### src/rtl/fsk_tx_scheduler.sv
// Two-requester round-robin scheduler that frames each accepted 9-bit word as a
// start pulse, an alternating preamble and three 3-bit FSK symbols.
module fsk_tx_scheduler #(
  parameter int SYM_CYCLES   = 100,
  parameter int PREAMBLE_LEN = 4
) (
  input  logic       clk,
  input  logic       reset,
  input  logic       enable,
  input  logic       req0_valid,
  input  logic [8:0] req0_data,
  output logic       req0_ready,
  input  logic       req1_valid,
  input  logic [8:0] req1_data,
  output logic       req1_ready,
  output logic [2:0] sym_out,
  output logic       mod_start,
  output logic       sym_strobe,
  output logic [1:0] grant,
  output logic       busy
);
  localparam int HOLD_W = (SYM_CYCLES > 1) ? $clog2(SYM_CYCLES) : 1;
  localparam int IDX_W  = $clog2(PREAMBLE_LEN + 3);

  localparam logic [HOLD_W-1:0] HOLD_LAST    = HOLD_W'(SYM_CYCLES - 1);
  localparam logic [IDX_W-1:0]  IDX_PRE_LAST = IDX_W'(PREAMBLE_LEN - 1);
  localparam logic [IDX_W-1:0]  IDX_DATA0    = IDX_W'(PREAMBLE_LEN);
  localparam logic [IDX_W-1:0]  IDX_LAST     = IDX_W'(PREAMBLE_LEN + 2);

  typedef enum logic [1:0] {S_IDLE, S_START, S_PREAMBLE, S_DATA} state_t;

  state_t            r_state;
  state_t            w_next;
  logic [HOLD_W-1:0] r_hold;
  logic [IDX_W-1:0]  r_idx;
  logic [8:0]        r_data;
  logic [1:0]        r_grant;
  logic              r_prio1;
  logic              w_sel0;
  logic              w_sel1;
  logic              w_can_grant;
  logic              w_xfer;
  logic              w_active;
  logic              w_sym_end;

  function automatic logic [2:0] data_sym(input logic [8:0] d, input logic [IDX_W-1:0] didx);
    case (didx)
      IDX_W'(0): data_sym = d[8:6];
      IDX_W'(1): data_sym = d[5:3];
      default:   data_sym = d[2:0];
    endcase
  endfunction

  // r_prio1 set means a tie goes to req1; it always points away from the last winner.
  assign w_sel0      = req0_valid & (~req1_valid | ~r_prio1);
  assign w_sel1      = req1_valid & (~req0_valid | r_prio1);
  assign w_can_grant = (r_state == S_IDLE) & enable & ~reset;
  assign req0_ready  = w_can_grant & w_sel0;
  assign req1_ready  = w_can_grant & w_sel1;
  assign w_xfer      = req0_ready | req1_ready;

  assign w_active  = (r_state == S_PREAMBLE) | (r_state == S_DATA);
  assign w_sym_end = w_active & (r_hold == HOLD_LAST);

  always_ff @(posedge clk) begin
    if (reset) r_state <= S_IDLE;
    else       r_state <= w_next;
  end

  always_comb begin
    w_next = r_state;
    case (r_state)
      S_IDLE:     if (w_xfer) w_next = S_START;
      S_START:    w_next = S_PREAMBLE;
      S_PREAMBLE: if (w_sym_end && (r_idx == IDX_PRE_LAST)) w_next = S_DATA;
      S_DATA:     if (w_sym_end && (r_idx == IDX_LAST)) w_next = S_IDLE;
      default:    w_next = S_IDLE;
    endcase
  end

  // Symbol index runs straight through preamble into data; hold counter restarts per symbol.
  always_ff @(posedge clk) begin
    if (reset) begin
      r_hold <= '0;
      r_idx  <= '0;
    end else if (!w_active) begin
      r_hold <= '0;
      r_idx  <= '0;
    end else if (w_sym_end) begin
      r_hold <= '0;
      r_idx  <= (r_idx == IDX_LAST) ? '0 : r_idx + IDX_W'(1);
    end else begin
      r_hold <= r_hold + HOLD_W'(1);
    end
  end

  always_ff @(posedge clk) begin
    if (reset) begin
      r_grant <= 2'b00;
      r_prio1 <= 1'b0;
    end else if (w_xfer) begin
      r_grant <= {req1_ready, req0_ready};
      r_prio1 <= req0_ready;
    end
  end

  always_ff @(posedge clk) begin
    if (w_xfer) r_data <= req0_ready ? req0_data : req1_data;
  end

  always_comb begin
    sym_out = 3'b000;
    case (r_state)
      S_PREAMBLE: sym_out = {3{r_idx[0]}};
      S_DATA:     sym_out = data_sym(r_data, r_idx - IDX_DATA0);
      default:    sym_out = 3'b000;
    endcase
  end

  assign mod_start  = (r_state == S_START);
  assign sym_strobe = w_active & (r_hold == '0);
  assign busy       = (r_state != S_IDLE);
  assign grant      = busy ? r_grant : 2'b00;
endmodule

### config.mk
export PLATFORM = sky130hd
export DESIGN_NAME = fsk_tx_scheduler
export DESIGN_NICKNAME = d
export VERILOG_FILES = /design/src/rtl/fsk_tx_scheduler.sv
export SDC_FILE = /design/constraint.sdc
export NUM_CORES = 1
export LEC_CHECK = 0
export CORE_MARGIN = 4
export CORE_UTILIZATION = 35
export CTS_CLUSTER_DIAMETER = 120
export DETAILED_ROUTE_END_ITERATION = 6
export SLEW_MARGIN = 20
export SYNTH_ARGS = -nofsm -noshare
export SYNTH_HDL_FRONTEND = slang
export SYNTH_SLANG_ARGS = --single-unit
### constraint.sdc
create_clock -name clk -period 3.2 [get_ports clk]
set_input_delay 0.64 -clock clk [delete_from_list [all_inputs] [get_ports clk]]
set_output_delay 0.64 -clock clk [all_outputs]
set_load 0.01 [all_outputs]
==> results.md <==
Synth:
- Summing the areas of all and, or, nand and nor instances in the mapped netlist gives 17.94% of the synthesized area.
- The synthesized cell area is 0.001249 mm2.
- After synthesis, the cell types taking the most area are sky130_fd_sc_hd__dfxtp_1, sky130_fd_sc_hd__edfxtp_1, sky130_fd_sc_hd__mux2_2, sky130_fd_sc_hd__ha_1, sky130_fd_sc_hd__nand2_1.
- Of the total synthesized cell area, the portion taken by full adders, half adders and majority gates is 8.016%.
- Synthesis instantiated 34 different standard cells from the library.
- The post-synthesis mux area share is 11.32%.
- Synthesis produced a netlist with a net count of 159.
- The synthesized design contains 23 register bits.
- By area, the combinational part of the netlist is dominated by simple AND/OR/NAND/NOR gates.
- The share of the Yosys chip area taken by registers is 44.09%.
- The average instance in the mapped netlist occupies between 9 and 10 um2.
- Synthesis produced 128 cells.
- The top cell type's share of synthesized area is 22.44%.
- The synthesized design spends more area on one cell type than any other, namely sky130_fd_sc_hd__dfxtp_1.
- During synthesis, Yosys emitted a total of 0 warnings.
- The synthesized netlist devotes 10.42% of its cell area to compound gates.
- The fraction of synthesized cell area in xor and xnor cells is 3.507%.

Detailed routing:
- The via count normalized by instance count is 4.860.
- The DRC violation count after routing is 0.
- The total via count in the routed design is 1006.
- The starting DRC count in detailed routing is 46.
- The routed design has 2481 um of wire.
- The count of antenna-violating nets left after detailed routing is 0.
- Dividing the detail-routed wire length by the instance count gives 11.99 um.
- Before antenna repair, the detailed router went through 4 iterations.

Placed design:
- The global placer's final weighted congestion is 0.7740.
- After legalization and detailed placement, the total HPWL measured between 1500 and 2000 um.
- Buffers placed on the I/O ports in this run total 32.

Floorplanning:
- The die width is approximately 68 um.
- In this run the vertical extent of the chip is 67.73 um.
- The core footprint is roughly 0.0034 mm2.
- The number of placement rows is 21.
- The count of boundary I/O pins is 33.
- The die outline area is between 0.004 and 0.005 mm2.
- The starting utilization of the core area is 36.84%.

Final layout:
- Measured on the finished design, the core utilization comes to around half.
- The final net count is just under 200.
- The layout has 340 filler cells.
- The proportion of layout cells with a drive suffix above 1 is between 10% and 20%.
- The area added between synthesis and finish is 31.66%.
- The antenna cell count is 0.

CTS:
- The post-cts resize count is 0.
- Buffers added to address setup during post-CTS repair amount to 0.
- CTS built an H-tree with a depth of 1.
- The TritonCTS clock tree is built.
- After clock tree synthesis, the clock-pin slew on the worst setup and hold paths is 120 ps.
- The clock net in this run drives a total of 23 sinks.
- The total of hold buffers inserted after clock tree synthesis is 0.
- CTS placed an instance of sky130_fd_sc_hd__clkbuf_4 at the clock tree root.
- The clock tree buffer depth is 2.
- The TritonCTS buffer count is 3.
- The latest clock arrival within the worst-skew pair is 300 ps.

STA:
- After layout, the worst path uses between 80 and 90% of the clock period.
- Setup repair after global routing left no endpoint under its margin.
- The transition time at the pin with the least slew margin is 454.7 ps.
- The final setup violation count is 0.
- The highest achievable clock rate is approximately 350 MHz.
- The count of endpoints failing hold in the final timing report is 0.
- Headroom to the max-slew limit came out at between 60% and 70%.
- The max-slew violation total from the final report is 0.
- The minimum period implied by the final worst setup slack is 2822 ps.
- The setup TNS after final layout is 0 ps.
- The worst-case clock skew is 4.111 ps.

Global routing:
- Entering global routing, the biggest net connects 14 pins.
- The via count of the first global-routing pass is 1014.
- The number of antenna violations at the first check in global routing came to 0.
- The wire length of the first global-routing pass is 4119 um.
- In the global route stage, overall resource usage came out at 11.61%.
- Summed over all layers, the global routing overflow is 0.

Power:
- Internal power comes to 0.5463 mW.
- The clock share of power is 16.6%.
- Per report_power, the combinational group accounts for 37.0% of the total.
- The sequential fraction of design power is between 40% and 50%.
- The static leakage is 0.5957 nW.
- The switching portion of total power is just over 30%.
- Across the VDD grid, the largest voltage drop is 0.2991 mV.
- Power spread over the standard cell area amounts to 479.2 mW/mm2.
- The net switching power is around 0.24 mW.

Job:
- Across the run, the number of max-cap violations was 0.

Status:
- The run finished with clean final reports.

Setup path:
- STA classifies the critical path startpoint as a primary input.
- In this run the worst path has a maximum fanout of 8.
- The nature of the critical path endpoint is an output port.
- Data on the critical path arrives at its endpoint at 2180 ps.
- For the worst setup path, the data required time is 2560 ps.
- The path type of the worst setup path is in2out.

Min path:
- The min-delay analysis places its worst path in the category reg2reg.
-- registers in the layout (all words and copies together), names as in the netlist --
register and count:
r_data 9, r_state 2, r_hold 7, r_idx 3
r_grant 2
-- metrics by stage --
step | setup slack (ps) | cell area [um2] | hold slack [ps] | std cells | power, mW
floorplan | 1092 | 1249 | 425.8 | 128 | 0.5392
global placement | 412.1 | 1617 | 447.7 | 203 | 0.6637
detailed placement | 377.9 | 1617 | 464.2 | 203 | 0.6695
CTS | 367.4 | 1644 | 493.9 | 207 | 0.8018
global route | 236.3 | 1644 | 518.0 | 207 | 0.8424
finish | 377.8 | 1644 | 482.5 | 207 | 0.7878
-- Yosys cell counts --
cell type                  number
sky130_fd_sc_hd__a21oi_1        3
sky130_fd_sc_hd__a31o_2         1
sky130_fd_sc_hd__a31oi_1        2
sky130_fd_sc_hd__and2_1         2
sky130_fd_sc_hd__and3_1         3
sky130_fd_sc_hd__buf_1          1
sky130_fd_sc_hd__buf_2          1
sky130_fd_sc_hd__clkbuf_1       1
sky130_fd_sc_hd__clkbuf_2       1
sky130_fd_sc_hd__dfxtp_1       14
sky130_fd_sc_hd__edfxtp_1       9
sky130_fd_sc_hd__ha_1           8
sky130_fd_sc_hd__inv_1         11
sky130_fd_sc_hd__mux2_2         9
sky130_fd_sc_hd__mux2i_1        4
sky130_fd_sc_hd__nand2_1       14
sky130_fd_sc_hd__nand2b_1       1
sky130_fd_sc_hd__nand3_1        4
sky130_fd_sc_hd__nor2_1        10
sky130_fd_sc_hd__nor2b_1        3
sky130_fd_sc_hd__nor3_1         2
sky130_fd_sc_hd__nor4b_1        1
sky130_fd_sc_hd__o211a_1        1
sky130_fd_sc_hd__o211ai_1       4
sky130_fd_sc_hd__o21ai_0        5
sky130_fd_sc_hd__o31a_2         1
sky130_fd_sc_hd__o31ai_1        1
sky130_fd_sc_hd__o41a_1         1
sky130_fd_sc_hd__or2_2          2
sky130_fd_sc_hd__or4_1          1
sky130_fd_sc_hd__or4_2          1
sky130_fd_sc_hd__or4b_1         1
sky130_fd_sc_hd__xnor2_1        3
sky130_fd_sc_hd__xor2_1         2
-- cells in the final DEF (no fill, tap or decap), types with 2 or more instances in the layout --
master                            count
sky130_fd_sc_hd__a21oi_1              3
sky130_fd_sc_hd__inv_1               11
sky130_fd_sc_hd__mux2_2               9
sky130_fd_sc_hd__dfxtp_1             14
sky130_fd_sc_hd__nand2_1             14
sky130_fd_sc_hd__or2_2                2
sky130_fd_sc_hd__nor2b_1              3
sky130_fd_sc_hd__mux2i_1              4
sky130_fd_sc_hd__nor2_1              10
sky130_fd_sc_hd__o211ai_1             4
sky130_fd_sc_hd__xor2_1               2
sky130_fd_sc_hd__clkbuf_4             3
sky130_fd_sc_hd__ha_1                 8
sky130_fd_sc_hd__and2_1               2
sky130_fd_sc_hd__clkdlybuf4s50_1     32
sky130_fd_sc_hd__xnor2_1              3
sky130_fd_sc_hd__o21ai_0              5
sky130_fd_sc_hd__nand3_1              4
sky130_fd_sc_hd__a31oi_1              2
sky130_fd_sc_hd__nor3_1               2
sky130_fd_sc_hd__and3_1               3
sky130_fd_sc_hd__edfxtp_1             9
-- cell families after synthesis --
group | count (synthesis)
and+or+nand+nor | 45
DFF | 23
AOI/OAI and AO/OA | 19
buffers and inverters | 15
muxes | 13
adders and majority gates | 8
xor gates and xnor gates | 5
-- metal layers --
metal,GRT usage (%),vias to the layer above,wire [um]
met4,3.038,0,25
met5,0,-,0
met2,20.66,23,1267
met1,13.79,464,1080
met3,2.829,4,107
li1,-,515,-
-- worst max-delay path: stages --
cell and delay (ps):
sky130_fd_sc_hd__clkdlybuf4s50_1 390, sky130_fd_sc_hd__inv_1 170, sky130_fd_sc_hd__and3_1 210, sky130_fd_sc_hd__and3_1 210, sky130_fd_sc_hd__clkdlybuf4s50_1 550
-- power groups by stage --
| stage | logic [mW] | registers (mW) | clock network (mW) |
|---|---|---|---|
| 6_report | 0.291 | 0.366 | 0.130 |
| 3_5_place_dp | 0.296 | 0.374 | 0 |
| 3_3_place_gp | 0.292 | 0.372 | 0 |
| 2_1_floorplan | 0.173 | 0.366 | 0 |
| 4_1_cts | 0.297 | 0.367 | 0.137 |
| 5_1_grt | 0.323 | 0.371 | 0.149 |
-- cell type report --
type	instances	area, um2	area share [%]
multi-input cells	90	639.4	38.89
flip-flops and latches	23	550.5	33.49
repair buffers	33	327.8	19.94
well taps	46	57.56	3.501
inverters	11	41.29	2.511
clock buffers	3	22.52	1.370
clock inverters	1	5.005	0.3044
-- final timing paths --
check	to	slack, ps	depth (start not counted)	from
setup / recovery	req1_ready	380	5	reset
hold / removal	r_hold[0]	480	1	r_hold[0]
setup reg to reg	r_state[0]	970	5	r_hold[0]
hold reg to reg	r_hold[0]	480	1	r_hold[0]
No activity file was read; power rests on OpenSTA's default activity.
